<file path="config.mk">
export PLATFORM = sky130hd
export DESIGN_NAME = rgb_breath_sequencer
export DESIGN_NICKNAME = d
export VERILOG_FILES = /design/src/rtl/pwm_pkg.sv /design/src/rtl/breath_prescaler.sv /design/src/rtl/rgb_breath_sequencer.sv
export SDC_FILE = /design/constraint.sdc
export NUM_CORES = 1
export LEC_CHECK = 0
export ABC_CLOCK_PERIOD_IN_PS = 7400
export BUFFER_PORTS_ARGS = -buffer_cell sky130_fd_sc_hd__buf_4
export CAP_MARGIN = 10
export CELL_PAD_IN_SITES_DETAIL_PLACEMENT = 2
export CELL_PAD_IN_SITES_GLOBAL_PLACEMENT = 2
export CORE_MARGIN = 4
export CORE_UTILIZATION = 42
export DETAILED_ROUTE_END_ITERATION = 7
export GPL_TIMING_DRIVEN = 0
export PLACE_DENSITY_LB_ADDON = 0.1
export SYNTH_ARGS = -nofsm -noshare
export SYNTH_HDL_FRONTEND = slang
export SYNTH_HIERARCHICAL = 1
export SYNTH_SLANG_ARGS = --single-unit
</file>
<file path="constraint.sdc">
create_clock -name clk -period 7.4 [get_ports clk]
set_input_delay 0.37 -clock clk [delete_from_list [all_inputs] [get_ports clk]]
set_output_delay 0.37 -clock clk [all_outputs]
set_load 0.05 [all_outputs]
</file>
<file path="src/rtl/pwm_pkg.sv">
// Shared definitions for the RGB breathing sequencer: FSM state codes,
// channel indices and the channel-rotation helpers.
package pwm_pkg;

  localparam int PWM_W_DEF = 8;

  localparam logic [1:0] IDLE = 2'd0;
  localparam logic [1:0] UP   = 2'd1;
  localparam logic [1:0] DOWN = 2'd2;
  localparam logic [1:0] NEXT = 2'd3;

  localparam logic [1:0] CH_R = 2'd0;
  localparam logic [1:0] CH_G = 2'd1;
  localparam logic [1:0] CH_B = 2'd2;

  typedef struct packed {
    logic       wrap;
    logic [1:0] idx;
  } chan_step_t;

  function automatic logic [1:0] first_chan(input logic [2:0] mask);
    logic [1:0] idx;
    if (mask[0]) begin
      idx = CH_R;
    end else if (mask[1]) begin
      idx = CH_G;
    end else begin
      idx = CH_B;
    end
    return idx;
  endfunction

  // Next enabled channel in R->G->B order; wrap marks the end of a full pass.
  function automatic chan_step_t next_chan(input logic [2:0] mask, input logic [1:0] cur);
    chan_step_t r;
    r.wrap = 1'b0;
    r.idx  = first_chan(mask);
    case (cur)
      CH_R: begin
        if (mask[1]) begin
          r.idx = CH_G;
        end else if (mask[2]) begin
          r.idx = CH_B;
        end else begin
          r.wrap = 1'b1;
        end
      end
      CH_G: begin
        if (mask[2]) begin
          r.idx = CH_B;
        end else begin
          r.wrap = 1'b1;
        end
      end
      default: r.wrap = 1'b1;
    endcase
    return r;
  endfunction

endpackage

</file>
<file path="src/rtl/breath_prescaler.sv">
// Ramp-step prescaler: counts 0..div-1 and flags the last count as a step tick.
// A divider of zero behaves as a divider of one.
module breath_prescaler #(
  parameter int DIV_W = 16
) (
  input  logic             clk,
  input  logic             rst,
  input  logic [DIV_W-1:0] div,
  input  logic             clear,
  output logic             step_tick
);

  logic [DIV_W-1:0] count_r;
  logic [DIV_W-1:0] div_eff_s;

  assign div_eff_s = (div == {DIV_W{1'b0}}) ? {{(DIV_W-1){1'b0}}, 1'b1} : div;
  assign step_tick = (count_r == (div_eff_s - {{(DIV_W-1){1'b0}}, 1'b1}));

  // Step counter; clear restarts the spacing so the first step is a full period away.
  always_ff @(posedge clk or posedge rst) begin
    if (rst) begin
      count_r <= {DIV_W{1'b0}};
    end else if (clear || step_tick) begin
      count_r <= {DIV_W{1'b0}};
    end else begin
      count_r <= count_r + {{(DIV_W-1){1'b0}}, 1'b1};
    end
  end

endmodule

</file>
<file path="src/rtl/rgb_breath_sequencer.sv">
// Breathing-LED sequencer: triangle duty ramp applied to each enabled RGB
// channel in turn, with a registered PWM comparator and idle-time config load.
module rgb_breath_sequencer
  import pwm_pkg::*;
#(
  parameter int               PWM_W       = PWM_W_DEF,
  parameter int               DIV_W       = 16,
  parameter logic [DIV_W-1:0] DEFAULT_DIV = 16'd1000
) (
  input  logic             clk,
  input  logic             rst,
  input  logic             en,
  input  logic             cfg_valid,
  output logic             cfg_ready,
  input  logic [DIV_W-1:0] cfg_div,
  input  logic [2:0]       cfg_mask,
  output logic [2:0]       pwm_out,
  output logic [PWM_W-1:0] duty,
  output logic [1:0]       chan,
  output logic             busy,
  output logic             seq_done
);

  localparam logic [PWM_W-1:0] DUTY_ZERO = {PWM_W{1'b0}};
  localparam logic [PWM_W-1:0] DUTY_ONE  = {{(PWM_W-1){1'b0}}, 1'b1};
  localparam logic [PWM_W-1:0] DUTY_MAX  = {PWM_W{1'b1}};
  localparam logic [PWM_W-1:0] DUTY_TURN = {{(PWM_W-1){1'b1}}, 1'b0};

  logic [1:0]       state_r;
  logic [PWM_W-1:0] duty_r;
  logic [1:0]       chan_r;
  logic             seq_done_r;
  logic [2:0]       pwm_out_r;
  logic [PWM_W-1:0] pwm_cnt_r;
  logic [DIV_W-1:0] div_r;
  logic [2:0]       mask_r;

  logic             step_tick_s;
  logic             start_s;
  logic             clear_s;
  logic [2:0]       chan_bit_s;
  chan_step_t       step_s;

  assign cfg_ready  = (state_r == IDLE);
  assign busy       = (state_r != IDLE);
  assign duty       = duty_r;
  assign chan       = chan_r;
  assign seq_done   = seq_done_r;
  assign pwm_out    = pwm_out_r;

  assign start_s    = (state_r == IDLE) && en && (mask_r != 3'b000);
  assign clear_s    = start_s || ((state_r == NEXT) && en);
  assign step_s     = next_chan(mask_r, chan_r);
  assign chan_bit_s = 3'b001 << chan_r;

  breath_prescaler #(
    .DIV_W(DIV_W)
  ) u_prescaler (
    .clk      (clk),
    .rst      (rst),
    .div      (div_r),
    .clear    (clear_s),
    .step_tick(step_tick_s)
  );

  // Configuration registers, writable only while idle.
  always_ff @(posedge clk or posedge rst) begin
    if (rst) begin
      div_r  <= DEFAULT_DIV;
      mask_r <= 3'b111;
    end else if (cfg_valid && cfg_ready) begin
      div_r  <= cfg_div;
      mask_r <= cfg_mask;
    end else begin
      div_r  <= div_r;
      mask_r <= mask_r;
    end
  end

  // Ramp FSM, channel rotation and pass-complete pulse.
  always_ff @(posedge clk or posedge rst) begin
    if (rst) begin
      state_r    <= IDLE;
      duty_r     <= DUTY_ZERO;
      chan_r     <= CH_R;
      seq_done_r <= 1'b0;
    end else if (!en) begin
      state_r    <= IDLE;
      duty_r     <= DUTY_ZERO;
      seq_done_r <= 1'b0;
    end else begin
      seq_done_r <= 1'b0;
      case (state_r)
        IDLE: begin
          if (mask_r != 3'b000) begin
            state_r <= UP;
            chan_r  <= first_chan(mask_r);
          end
          duty_r <= DUTY_ZERO;
        end
        UP: begin
          if (step_tick_s) begin
            if (duty_r == DUTY_TURN) begin
              duty_r  <= DUTY_MAX;
              state_r <= DOWN;
            end else begin
              duty_r <= duty_r + DUTY_ONE;
            end
          end
        end
        DOWN: begin
          if (step_tick_s) begin
            if (duty_r == DUTY_ONE) begin
              duty_r     <= DUTY_ZERO;
              state_r    <= NEXT;
              // Raised for the NEXT cycle itself when this channel ends the pass.
              seq_done_r <= step_s.wrap;
            end else begin
              duty_r <= duty_r - DUTY_ONE;
            end
          end
        end
        NEXT: begin
          chan_r  <= step_s.idx;
          state_r <= UP;
        end
        default: begin
          state_r <= IDLE;
          duty_r  <= DUTY_ZERO;
        end
      endcase
    end
  end

  // Free-running PWM counter and registered compare onto the active pin.
  always_ff @(posedge clk or posedge rst) begin
    if (rst) begin
      pwm_cnt_r <= DUTY_ZERO;
      pwm_out_r <= 3'b000;
    end else begin
      pwm_cnt_r <= pwm_cnt_r + DUTY_ONE;
      // Dropping en blanks the pins on the same edge that discards the ramp.
      if (en && (pwm_cnt_r < duty_r)) begin
        pwm_out_r <= chan_bit_s;
      end else begin
        pwm_out_r <= 3'b000;
      end
    end
  end

endmodule

</file>
# Word-level counts from Yosys, hierarchy flattened
# Cells that the tools add are included.
[word_totals]
register_bits = 59
inputBits = 23
[op_classes]
addsub = 5
magnitude_cmp = 1
eq_ne = 14
shifts = 1
n_mux = 30
n_reduce_logical = 16
[ops]
columns = ["op", "count"]
rows = [
  ["two-way mux 8 bit", 5],
  ["two-way mux 16 bit", 2],
  ["one-hot mux 8 bit (3 select lines)", 1],
  ["two-way mux 2 bit", 11],
  ["adder 16 x 1 -> 16 bit (second input constant)", 1],
  ["adder 8 x 1 -> 8 bit (second input constant)", 2],
  ["== test 16 bit", 1],
  ["logical NOT 16 bit", 1],
  ["subtractor 16 x 1 -> 16 bit (second input constant)", 1],
  ["!= test 3 x 2 -> 1 bit (second input constant)", 3],
  ["== test 8 x 1 -> 1 bit (second input constant)", 1],
  ["== test 8 bit (second input constant)", 1],
  ["less-than comparator 8 bit", 1],
  ["one-hot mux 2 bit (2 select lines)", 2],
  ["one-hot mux 2 bit (4 select lines)", 1],
  ["subtractor 8 x 1 -> 8 bit (second input constant)", 1],
  ["two-way mux 1 bit", 6],
  ["!= test 3 bit (second input constant)", 2],
  ["AND reduction 3 bit", 2],
  ["logical AND 1 bit", 5],
  ["AND reduction 5 bit", 1],
  ["== test 2 x 1 -> 1 bit (second input constant)", 2],
  ["== test 2 bit (second input constant)", 2],
  ["logical NOT 2 bit", 2],
  ["other kinds (8)", 10],
]

# Longest topological paths before layout
# Gate-level depths: netlist of the first run.
[depth]
word_depth = 7
ltp_mapped = 16
ltp_nobuf = 14

# By module
# The synthesis of the first run kept the hierarchy.
[by_module_without_submodules]
columns = ["mod", "n_inst", "cells_each", "area_per_inst_um2"]
rows = [
  ["rgb_breath_sequencer", 1, 227, 2451.1],
  ["breath_prescaler", 1, 163, 1514.0],
]

# Least setup slack after synthesis of the first run
# OpenSTA, ideal clock, no wires.
[synth_timing]
kind = "register to register"
startpoint = "reg div_r[10]"
endpoint = "reg duty_r[6] (netlist: duty[6])"
arrival_time_ns = 3.944
required_ns = 7.261
path_slack_ns = 3.317
path_stages_with_launch = 17
synth_period_minus_slack_ns = 4.083
path_cell_list = "dfrtp_1 -> or4_4 -> nor4_4 -> a21oi_2 -> ha_1 -> nor3b_1 -> a221o_1 -> nand2_1 -> o2111ai_1 -> a211oi_4 -> buf_4 -> and3_1 -> buf_2 -> o21ba_1 -> o21a_1 -> o21ba_1 -> o221ai_1"
[synth_between]
elab_chain_len = 6
word_cells_on_any_way = 7
classes_between = "1 x add/sub; 3 x eq/ne; 1 x mux; 2 x reduce/logical"
[synth_rtl]
columns = ["item", "line", "text"]
rows = [
  ["start, declared", "rgb_breath_sequencer.sv:35", "logic [DIV_W-1:0] div_r;"],
  ["start signal, assigned", "rgb_breath_sequencer.sv:72", "div_r <= cfg_div;"],
  ["start signal, assigned", "rgb_breath_sequencer.sv:75", "div_r <= div_r;"],
  ["logical NOT 16 bit", "breath_prescaler.sv:16", "assign div_eff_s = (div == {DIV_W{1'b0}}) ? {{(DIV_W-1){1'b0}}, 1'b1} : div;"],
  ["two-way mux 16 bit (*)", "breath_prescaler.sv:16", ""],
  ["subtractor 16 x 1 -> 16 bit (*)", "breath_prescaler.sv:17", "assign step_tick = (count_r == (div_eff_s - {{(DIV_W-1){1'b0}}, 1'b1}));"],
  ["== test 16 bit (*)", "breath_prescaler.sv:17", ""],
  ["net step_tick_s", "rgb_breath_sequencer.sv:38", "logic step_tick_s;"],
  ["!= test 3 x 2 -> 1 bit (no line)", "n/a", ""],
  ["AND reduction 3 bit (no line) (*)", "n/a", ""],
  ["end signal, assigned", "rgb_breath_sequencer.sv:107", "duty_r <= duty_r + DUTY_ONE;"],
  ["end signal, assigned", "rgb_breath_sequencer.sv:119", "duty_r <= duty_r - DUTY_ONE;"],
  ["end, declared", "rgb_breath_sequencer.sv:30", "logic [PWM_W-1:0] duty_r;"],
]
# The timed path passes the listed nets; every way through them passes the cells marked *.
# A chain may end at the register's enable or synchronous reset.

# Worst setup path in the final report of the first run
[layout_timing]
startpoint = "reg div_r[9]"
endpoint = "reg duty_r[6] (netlist: duty[6])"
# Same word-level chain as after synthesis.

==> results of run 1 <==
-- power groups by stage --
stage / Sequential (mW) / Clock [mW] / Combinational [mW]
6_report: 0.573 / 0.296 / 0.713
5_1_grt: 0.593 / 0.321 / 0.784
4_1_cts: 0.574 / 0.304 / 0.716
3_5_place_dp: 0.577 / 0 / 0.708
3_3_place_gp: 0.571 / 0 / 0.668
2_1_floorplan: 0.559 / 0 / 0.507
-- area by class of cell --
| cell class | count | area [um^2] |
|---|---|---|
| Buffer | 14 | 90.1 |
| Fill cell | 974 | 4590 |
| Clock inverter | 2 | 35.0 |
| Timing Repair Buffer | 40 | 315 |
| Inverter | 22 | 82.6 |
| Sequential cell | 59 | 1490 |
| Tap cell | 111 | 139 |
| Multi-Input combinational cell | 295 | 2300 |
| Clock buffer | 14 | 153 |
-- sequential cells by signal (all words and copies together) (netlist names) --
| register | count |
|---|---|
| chan | 2 |
| div_r | 16 |
| duty | 8 |
| mask_r | 3 |
| pwm_cnt_r | 8 |
| pwm_out | 3 |
| seq_done | 1 |
| state_r | 2 |
| u_prescaler/count_r | 16 |
-- logic make-up after synthesis --
kind of cell	share of synthesized area
multiplexers	0.0619
AND/OR/NAND/NOR	0.199
XOR/XNOR	0.0884
flip-flops	0.375
AO/OA/AOI/OAI	0.175
adder cells (fa/ha/maj)	0.0568
buffers and inverters	0.0435
-- critical path: cells and delay by family, from the launching register on --
family | cells | cell delay [ps]
multiplexers | 1 | 400
AND/OR/NAND/NOR | 5 | 1480
adder cells (fa/ha/maj) | 1 | 260
AO/OA/AOI/OAI | 6 | 1530
flip-flops | 1 | 630
buffers and inverters | 2 | 440
-- per-stage QoR --
step,setup WS [ps],util,std cells
final,2520,0.501,557
after global routing,2220,0.501,557
after CTS,2540,0.501,557
after detailed placement,2550,0.479,540
after global placement,2720,0.477,539
after floorplan,3320,-,390
-- metal layers --
| metal | track usage | wire length [um] | up-vias |
|---|---|---|---|
| met2 | 0.433 | 6530 | 60 |
| met4 | 0.0787 | 303 | 0 |
| met3 | 0.0420 | 366 | 23 |
| li1 | - | - | 1558 |
| met1 | 0.259 | 4780 | 1698 |
| met5 | 0 | 0 | - |
-- worst max path at each step --
stage	start	to	slack (ps)	cells past startpoint
3_5_place_dp	div_r[10]$_DFFE_PP0P_	duty[6]$_DFFE_PP0P_	2550	16
4_1_cts	div_r[10]$_DFFE_PP0P_	duty[6]$_DFFE_PP0P_	2540	16
6_report	div_r[9]$_DFFE_PP1P_	duty[6]$_DFFE_PP0P_	2520	15
5_1_grt	div_r[5]$_DFFE_PP1P_	duty[6]$_DFFE_PP0P_	2220	15
3_3_place_gp	div_r[10]$_DFFE_PP0P_	duty[6]$_DFFE_PP0P_	2720	16
2_1_floorplan	div_r[10]$_DFFE_PP0P_	duty[6]$_DFFE_PP0P_	3320	16
-- repair_timing --
| action | in CTS | in global routing |
|---|---|---|
| endpoints found under the hold margin | 4 | 0 |
| setup buffers | 0 | 0 |
| hold buffers | 1 | 0 |
-- cell usage in the layout (no fill, tap or decap), types with 6 or more instances in the layout --
cell and count:
xnor2_1 23, nand4_1 7, mux2_2 20, nand3_1 13, buf_4 41, nor2_1 21, nand2_1 22, dfstp_2 9
clkbuf_8 10, a311oi_1 15, o2111ai_1 6, and3_1 7, ha_1 18, a31oi_1 6, inv_1 21, clkbuf_1 9
nor3b_1 7, o21ai_0 11, a21oi_1 13, dfrtp_1 50, xor2_1 17
==> metrics.md, run 1 <==
| Metric | Value |
|---|---|
| Status | completed |
| Initial Util | 0.431 |
| Worst setup EP type | flop |
| GRT Util Overall | 0.231 |
| Worst Tran Pin Value | 1000 ps |
| Area growth, synth to finish | 16.2% |
| Worst r2r dst | duty[6]$_DFFE_PP0P_ |
| Seq pwr share | 0.362 |
| Gates resized, CTS repair | 0 |
| Post-DP Area | 0.00441 mm^2 |
| Most frequent cell after synthesis | dfrtp_1 |
| Clock Sinks | 59 |
| CP Cell Sequence | or4_1 > nor4_4 > a21oi_2 > ha_1 > nor3b_1 > nor3b_1 > mux2_2 > a211oi_4 > buf_4 > and3_1 > buf_2 > o21ba_1 > o21a_1 > o21ba_1 > o221ai_1 |
| Slowest cell on crit path | nor3b_1 |
| Syn_nets | 431 |
| Post-detail-place hpwl | 9.11 mm |
| WHS | 255 ps |
| Slew Viols, Final | 0 |
| Critical path's largest stage delay | 700 ps |
| Finished Cell Area | 0.00461 mm^2 |
| PD cells | 343 mW/mm^2 |
| Arrival time at the worst endpoint | 5080 ps |
| WL final | 12.0 mm |
| Clock slew at the register clock pins of the worst setup and hold paths | 70 ps |
| Routed len/inst | 21.5 um |
| Sequential area share after synthesis | 0.375 |
| Synthesized cell area | 0.00397 mm^2 |
| Share of layout cells above drive strength 1 | 0.244 |
| Root buffer cell | clkbuf_8 |
| DRT iter0 DRCs | 99 |
| Hold Crit Class | input port to flop |
| Total Power | 1.58 mW |
| WS Path Type | flop to flop |
| Post-synth top area share | 0.316 |
| NetSw | 0.691 mW |
| Comb pwr share | 0.451 |
| Synth unique cells | 76 |
| Num rows | 35 |
| # H-tree levels | 3 |
| Max FO, Critical Path | 10 |
| Syn Inst Count | 390 |
| Rel. slew slack | 0.326 |
| Leak | 1.88 nW |
| Reg-to-reg setup timing slack | 2520 ps |
| Async S/R FF share, synth | 1.00 |
| Die area | 0.0111 mm^2 |
| IO buf count | 38 |
| Clock Path Buffers | 2 |
| Crit path required time | 7600 ps |
| Pin count of the biggest net entering global routing | 39 |
| Internal | 0.891 mW |
| Via-per-instance ratio | 5.99 |
| Initial antenna violation count | 0 |
| Synth warnings | 6 |
| TritonCTS Buffers | 9 |
| Chip Width | 105 um |
| First-pass GRT wire length | 20.0 mm |
| DRC | 0 |
| Final min period | 4880 ps |
| Max VDD drop | 0.158 mV |
| Switch share | 0.437 |
| Hold EP | div_r[1]$_DFFE_PP0P_ |
| Hold depth | 2 |
| CTS tree | built |
| Final Hold Viols | 0 |
| Clock network power share | 0.187 |
| 1st-pass router iterations | 4 |
| Mean Syn Cell Area | 10.2 um^2 |
| Vias | 3339 |
| Fin crit share | 0.659 |
| Achievable Freq | 205 MHz |
| Synth top area cells | dfrtp_1 32%, dfstp_2 6.0%, ha_1 5.7%, mux2_2 5.7%, xnor2_1 5.1% |
| RSZ-0062 raised after global routing | no |
| Final ANT Viol Nets | 0 |
| Chip height | 105 um |
| Worst Skew | 13.2 ps |
| Worst hold start | cfg_div[1] |
| Top FF cell, synth | dfrtp_1 |
| Clk_lat worst skew | 350 ps |
| Core Footprint | 0.00920 mm^2 |
| Critical R2R Launch | div_r[9]$_DFFE_PP1P_ |
| Antenna Cells | 0 |
| Setup TNS | 0 ps |
| Final setup violation count | 0 |
| Post-synthesis register bit count | 59 |
| Remaining Overflow, GRT | 0 |
| Maxcap violations | 0 |
| Synth cell count leaders | 50 x dfrtp_1, 23 x xnor2_1, 22 x inv_1, 22 x nand2_1, 21 x nor2_1 |
| Final GP Congestion | 0.827 |
| Post-synth EDFFs | 0 |
| Largest area contributor in the netlist | dfrtp_1 |
| Vias in the first global route | 3730 |
| # nets final | 482 |
| IO Pins | 39 |
| Worst setup SP type | flop |
| R2R cell count | 15 |
No activity file was read; power rests on OpenSTA's default activity.
==> run 2, diff against run 1 <==
--- a/config.mk
+++ b/config.mk
@@ -5,13 +5,13 @@
 export SDC_FILE = /design/constraint.sdc
 export NUM_CORES = 1
 export LEC_CHECK = 0
-export ABC_CLOCK_PERIOD_IN_PS = 7400
+export ABC_CLOCK_PERIOD_IN_PS = 4600
 export BUFFER_PORTS_ARGS = -buffer_cell sky130_fd_sc_hd__buf_4
 export CAP_MARGIN = 10
 export CELL_PAD_IN_SITES_DETAIL_PLACEMENT = 2
 export CELL_PAD_IN_SITES_GLOBAL_PLACEMENT = 2
 export CORE_MARGIN = 4
-export CORE_UTILIZATION = 42
+export CORE_UTILIZATION = 39
 export DETAILED_ROUTE_END_ITERATION = 7
 export GPL_TIMING_DRIVEN = 0
 export PLACE_DENSITY_LB_ADDON = 0.1
==> constraint.sdc (replaced) <==
create_clock -name clk -period 4.6 [get_ports clk]
set_input_delay 0.23 -clock clk [delete_from_list [all_inputs] [get_ports clk]]
set_output_delay 0.23 -clock clk [all_outputs]
set_load 0.05 [all_outputs]
==> run 2 against run 1 <==
  * Final area rose by 1.5%
  * Routed wire length increased by 2.9%
  * Sequential power is 62% higher
  * Largest power group unchanged
==> metrics.md, run 2 (same netlist as run 1, synthesis figures left out) <==
| Metric | Value |
|---|---|
| Status | completed |
| Slew Viols, Final | 0 (unchanged) |
| Internal | 1.46 mW (+63%) |
| Chip height | 109 um (+3.5%) |
| WS Path Type | flop to flop |
| Clock Path Buffers | 2 (unchanged) |
| Final setup violation count | 0 (unchanged) |
| Critical path's largest stage delay | 570 ps (-130 ps) |
| Initial antenna violation count | 0 (unchanged) |
| Final GP Congestion | 0.838 (+1.4%) |
| Fin crit share | 0.955 (+0.296) |
| DRC | 0 (unchanged) |
| Leak | 1.89 nW (+0.94%) |
| Pin count of the biggest net entering global routing | 42 (+7.7%) |
| Final Hold Viols | 0 (unchanged) |
| Final min period | 4390 ps (-485 ps) |
| IO buf count | 38 (unchanged) |
| GRT Util Overall | 0.221 (-0.00978) |
| Clk_lat worst skew | 340 ps (about the same) |
| Switch share | 0.436 (-0.000783) |
| Max Used Layer | met4 |
| # nets final | 483 (+0.21%) |
| Area growth, synth to finish | 17.9% |
| Largest regs | div_r: 16 flops, u_prescaler/count_r: 16 flops |
| Comb pwr share | 0.449 (-0.002) |
| Seq pwr share | 0.359 (-0.003) |
| Vias | 3377 (+1.1%) |
| Crit path required time | 4820 ps (-2780 ps) |
| Remaining Overflow, GRT | 0 (unchanged) |
| CP dominant cell by count | o21ba_1 |
| Clock slew at the register clock pins of the worst setup and hold paths | 70 ps (about the same) |
| Final ANT Viol Nets | 0 (unchanged) |
| Worst setup EP type | flop |
| Num rows | 36 (+2.9%) |
| Commonest non-fill, non-tap cell in the layout | dfrtp_1 |
| Post-detail-place hpwl | 8.83 mm (-3.1%) |
| R2R cell count | 16 (+1) |
| Worst Tran Pin Value | 1070 ps (+70.4 ps) |
| Max VDD drop | 0.206 mV (+30%) |
| First-pass GRT wire length | 20.3 mm (+1.1%) |
| Max FO, Critical Path | 10 (unchanged) |
| WL final | 12.3 mm (+2.9%) |
| Worst Skew | 12.5 ps (-0.740 ps) |
| Hold depth | 2 (unchanged) |
| Slowest cell on crit path | or4_4 |
| TritonCTS Buffers | 9 (unchanged) |
| Most frequent cells in the layout | 50 x dfrtp_1, 41 x buf_4, 23 x xnor2_1 |
| Arrival time at the worst endpoint | 4610 ps (-470 ps) |
| Worst setup SP type | flop |
| Die area | 0.0118 mm^2 (+7.1%) |
| Met2 wire length | 6.64 mm (+1.6%) |
| IO Pins | 39 (unchanged) |
| Clock Sinks | 59 (unchanged) |
| DRT iter0 DRCs | 107 (+8.1%) |
| Hold Crit Class | input port to flop |
| # H-tree levels | 3 (unchanged) |
| PD cells | 552 mW/mm^2 (+61%) |
| Chip Width | 109 um (+3.5%) |
| Rel. slew slack | 0.278 (-0.0474) |
| Non-Filler Instances | 580 (+4.1%) |
| 1st-pass router iterations | 4 (unchanged) |
| Metal3 WL | 331 um (-9.6%) |
| Via-per-instance ratio | 5.82 (-2.9%) |
| Core Footprint | 0.00982 mm^2 (+6.8%) |
| Antenna Cells | 0 (unchanged) |
| CP Cell Sequence | or4_4 > nor4_4 > a21oi_2 > ha_1 > nor3b_2 > a221o_1 > nand2_1 > o2111ai_1 > a211oi_4 > buf_6 > and3_1 > buf_2 > o21ba_1 > o21a_2 > o21ba_1 > o221ai_1 |
| Initial Util | 0.404 (-0.0274) |
| Vias in the first global route | 3875 (+3.9%) |
| Achievable Freq | 228 MHz (+11%) |
| WL met1 | 4.97 mm (+4.0%) |
| Clock network power share | 0.192 (+0.005) |
| Inst Count DP | 562 (+4.1%) |
| Share of layout cells above drive strength 1 | 0.260 (+0.0151) |
| Routed len/inst | 21.2 um (-1.2%) |
| RSZ-0062 raised after global routing | no |
| NetSw | 1.12 mW (+63%) |
| Maxcap violations | 0 (unchanged) |
| Setup TNS | 0 ps (unchanged) |
| Root buffer cell | clkbuf_8 |
| CTS tree | built |
-- run 2: cell types whose count changed in the layout (fill, tap and decap cells not counted), sizes merged --
cell / before / now
buf: 48 / 49
-- run 2: worst max-delay path, delay by kind of cell, from the launching register on --
kind                       cells  cell delay [ps]
buffers and inverters          2              370
DFF                            1              400
AOI/OAI and AO/OA              8             1840
and+or+nand+nor                5             1390
adders and majority gates      1              270
-- run 2: worst paths after layout --
kind / from / endpoint / slack [ps]
worst max-delay path: div_r[7]$_DFFE_PP1P_ / duty[6]$_DFFE_PP0P_ / 210
worst max register to register: div_r[7]$_DFFE_PP1P_ / duty[6]$_DFFE_PP0P_ / 210
worst min register to register: pwm_cnt_r[0]$_DFF_PP0_ / pwm_cnt_r[0]$_DFF_PP0_ / 490
worst min-delay path: cfg_div[2] / div_r[2]$_DFFE_PP0P_ / 120
min in group asynchronous: rst / mask_r[0]$_DFFE_PP1P_ / 520
max in group asynchronous: rst / u_prescaler/count_r[13]$_DFF_PP0_ / 3640
-- run 2: per-stage QoR --
step	hold slack (ps)	total power, mW	worst slack (ps)	area, um^2	util
after floorplan	144	1.71	517	3970	-
after global placement	354	2.00	-149	4420	0.450
after detailed placement	311	2.07	-197	4440	0.452
after CTS	103	2.59	43.4	4660	0.474
after global routing	112	2.76	27.2	4670	0.476
final	117	2.58	207	4670	0.476
-- run 2: per-layer routing --
layer  vias up  GRT usage
met5         -          0
met4         0     0.0938
met3        29     0.0426
met2        58      0.406
met1      1721      0.247
li1       1569          -
-- run 2: timing repair --
action / in CTS / in global routing
resized for setup: 1 / 7
hold endpoints to repair: 47 / 0
hold buffers: 1 / 0
endpoints found under the setup margin: 8 / 6
pin swaps: 1 / 2
setup buffers: 1 / 0
-- run 2: layout make-up --
cell class | count | area [um^2]
Multi-Input combinational cell | 295 | 2320
Clock buffer | 14 | 163
Inverter | 22 | 82.6
Buffer | 14 | 93.8
Timing Repair Buffer | 41 | 323
Tap cell | 133 | 166
Fill cell | 1056 | 5140
Sequential cell | 59 | 1490
Clock inverter | 2 | 35.0
-- run 2: power groups by stage --
stage / Sequential, mW / Combinational [mW] / Clock [mW]
after floorplan: 0.899 / 0.815 / 0
after global placement: 0.916 / 1.08 / 0
after detailed placement: 0.930 / 1.14 / 0
after CTS: 0.925 / 1.16 / 0.510
after global routing: 0.953 / 1.27 / 0.536
final: 0.926 / 1.16 / 0.495
==> run 3, diff against run 2 <==
--- a/config.mk
+++ b/config.mk
@@ -14,7 +14,7 @@
 export CORE_UTILIZATION = 39
 export DETAILED_ROUTE_END_ITERATION = 7
 export GPL_TIMING_DRIVEN = 0
-export PLACE_DENSITY_LB_ADDON = 0.1
+export PLACE_DENSITY = 0.78
 export SYNTH_ARGS = -nofsm -noshare
 export SYNTH_HDL_FRONTEND = slang
 export SYNTH_HIERARCHICAL = 1
==> run 3 against run 2 <==
  * Routed wire length increased by 3.8%
  * Core utilization up 0.23 points
  * Highest routed layer unchanged
  * Final area grew 0.48%
  * Combinational power is essentially flat
  * Critical path depth stayed put
==> metrics.md, run 3 (same netlist as run 1, synthesis figures left out) <==
| Metric | Value |
|---|---|
| Status | completed |
| Worst setup SP type | flop |
| Final min period | 4460 ps (+69.1 ps) |
| # H-tree levels | 3 (unchanged) |
| Fillers | 1091 (+3.3%) |
| DRT iter0 DRCs | 186 (+74%) |
| Core Footprint | 0.00982 mm^2 (unchanged) |
| CP Cell Sequence | or4_4 > nor4_4 > a21oi_2 > ha_1 > nor3b_2 > a221o_1 > nand2_1 > o2111ai_2 > a211oi_4 > buf_6 > and3_1 > clkbuf_4 > o21ba_1 > o21a_2 > o21ba_1 > o221ai_1 |
| RSZ-0062 raised after global routing | no |
| WP buf/inv | 2 (unchanged) |
| Maxcap violations | 0 (unchanged) |
| Final Hold Viols | 0 (unchanged) |
| Most frequent cells in the layout | 49 x dfrtp_1, 43 x buf_4, 23 x xnor2_1 |
| IO Pins | 39 (unchanged) |
| CP dominant cell by count | o21ba_1 |
| Antenna Cells | 0 (unchanged) |
| Final setup violation count | 0 (unchanged) |
| Routed len/inst | 22.0 um (+3.6%) |
| Chip Width | 109 um (unchanged) |
| Share of layout cells above drive strength 1 | 0.266 (+0.00612) |
| Area growth, synth to finish | 18.5% |
| Root buffer cell | clkbuf_8 |
| Hold Crit Class | input port to flop |
| IO buf count | 38 (unchanged) |
| Initial antenna violation count | 0 (unchanged) |
| # nets final | 485 (+0.41%) |
| GRT Util Overall | 0.232 (+0.0110) |
| Worst Skew | 9.57 ps (-2.93 ps) |
| WL final | 12.8 mm (+3.8%) |
| First-pass GRT wire length | 20.7 mm (+2.0%) |
| CTS tree | built |
| 1st-pass router iterations | 4 (unchanged) |
| Arrival time at the worst endpoint | 4680 ps (+70 ps) |
| Max FO, Critical Path | 9 (-1) |
| Pin count of the biggest net entering global routing | 43 (+2.4%) |
| Largest regs | div_r: 16 flops, u_prescaler/count_r: 16 flops |
| Clock Sinks | 59 (unchanged) |
| PD cells | 555 mW/mm^2 (+0.62%) |
| Critical path's largest stage delay | 570 ps (about the same) |
| Clock Path Buffers | 2 (unchanged) |
| Initial Util | 0.404 (unchanged) |
| CP top delay family | compound AO/OA/AOI/OAI gates |
| Slowest cell on crit path | or4_4 |
| Setup TNS | 0 ps (unchanged) |
| Num rows | 36 (unchanged) |
| Crit path required time | 4820 ps (about the same) |
| TritonCTS Buffers | 9 (unchanged) |
| Via-per-instance ratio | 5.87 (+0.86%) |
| Commonest non-fill, non-tap cell in the layout | dfrtp_1 |
| Slew Viols, Final | 0 (unchanged) |
| Die area | 0.0118 mm^2 (unchanged) |
| Post-DP Area | 0.00444 mm^2 (unchanged) |
| Post-detail-place hpwl | 9.28 mm (+5.2%) |
| Max VDD drop | 0.381 mV (+85%) |
| Leak | 1.91 nW (+0.60%) |
| Vias | 3412 (+1.0%) |
| Rel. slew slack | 0.238 (-0.0405) |
| Vias in the first global route | 3800 (-1.9%) |
| Achievable Freq | 224 MHz (-1.5%) |
| Fin crit share | 0.970 (+0.0150) |
| WS Path Type | flop to flop |
| Worst setup EP type | flop |
| Clk_lat worst skew | 350 ps (about the same) |
| Chip height | 109 um (unchanged) |
| Finished Cell Area | 0.00470 mm^2 (+0.48%) |
| Clock slew at the register clock pins of the worst setup and hold paths | 70 ps (about the same) |
| DRC | 0 (unchanged) |
| Final GP Congestion | 0.848 (+1.1%) |
| Final ANT Viol Nets | 0 (unchanged) |
| Remaining Overflow, GRT | 0 (unchanged) |
| Worst Tran Pin Value | 1130 ps (+60.2 ps) |
run 3: report_power, final:
group	internal [mW]	switching, mW
registers	0.679	0.248
logic	0.497	0.676
clock network	0.291	0.217
total	1.47	1.14
run 3: path summary, 6_finish.rpt:
path	start	end	slack [ps]	cells after the start
worst min register to register	pwm_cnt_r[0]$_DFF_PP0_	pwm_cnt_r[0]$_DFF_PP0_	510	1
worst max-delay path	div_r[7]$_DFFE_PP1P_	duty[6]$_DFFE_PP0P_	140	16
worst min-delay path	cfg_div[13]	div_r[13]$_DFFE_PP0P_	110	2
worst max register to register	div_r[7]$_DFFE_PP1P_	duty[6]$_DFFE_PP0P_	140	16
max in group asynchronous	rst	u_prescaler/count_r[4]$_DFF_PP0_	3620	3
min in group asynchronous	rst	div_r[13]$_DFFE_PP0P_	320	3
run 3: metal layers:
| metal | wire length, um | GRT usage | share of wire |
|---|---|---|---|
| met5 | 0 | 0 | 0 |
| met4 | 177 | 0.0775 | 0.014 |
| met3 | 526 | 0.0397 | 0.041 |
| met2 | 6080 | 0.376 | 0.48 |
| met1 | 5990 | 0.313 | 0.47 |
run 3: cell type report:
class	instances	area, um^2	share of cell area
sequential	59	1490	0.317
clock inverter	2	35.0	0.00746
buffer	14	96.3	0.0205
clock buffer	13	169	0.0360
tap	133	166	0.0354
multi-input combinational	295	2320	0.494
inverter	22	82.6	0.0176
timing repair buffer	43	338	0.0719
run 3: stage by stage:
stage / setup slack (ps) / hold slack [ps] / total power [mW] / instances / utilization
6_report: 137 / 110 / 2.61 / 581 / 0.478
5_1_grt: 8.15 / 92.2 / 2.79 / 581 / 0.478
3_3_place_gp: -179 / 355 / 2.00 / 561 / 0.450
2_1_floorplan: 517 / 144 / 1.71 / 390 / -
4_1_cts: 12.6 / 92.6 / 2.61 / 579 / 0.475
3_5_place_dp: -297 / 112 / 2.07 / 562 / 0.452
run 3: what timing repair did:
item,CTS,global route
endpoints found under the setup margin,9,8
hold buffers,1,0
cloned,0,0
endpoints found under the hold margin,50,0
gates resized for setup,2,6
pin swaps,1,3
setup buffers,1,2
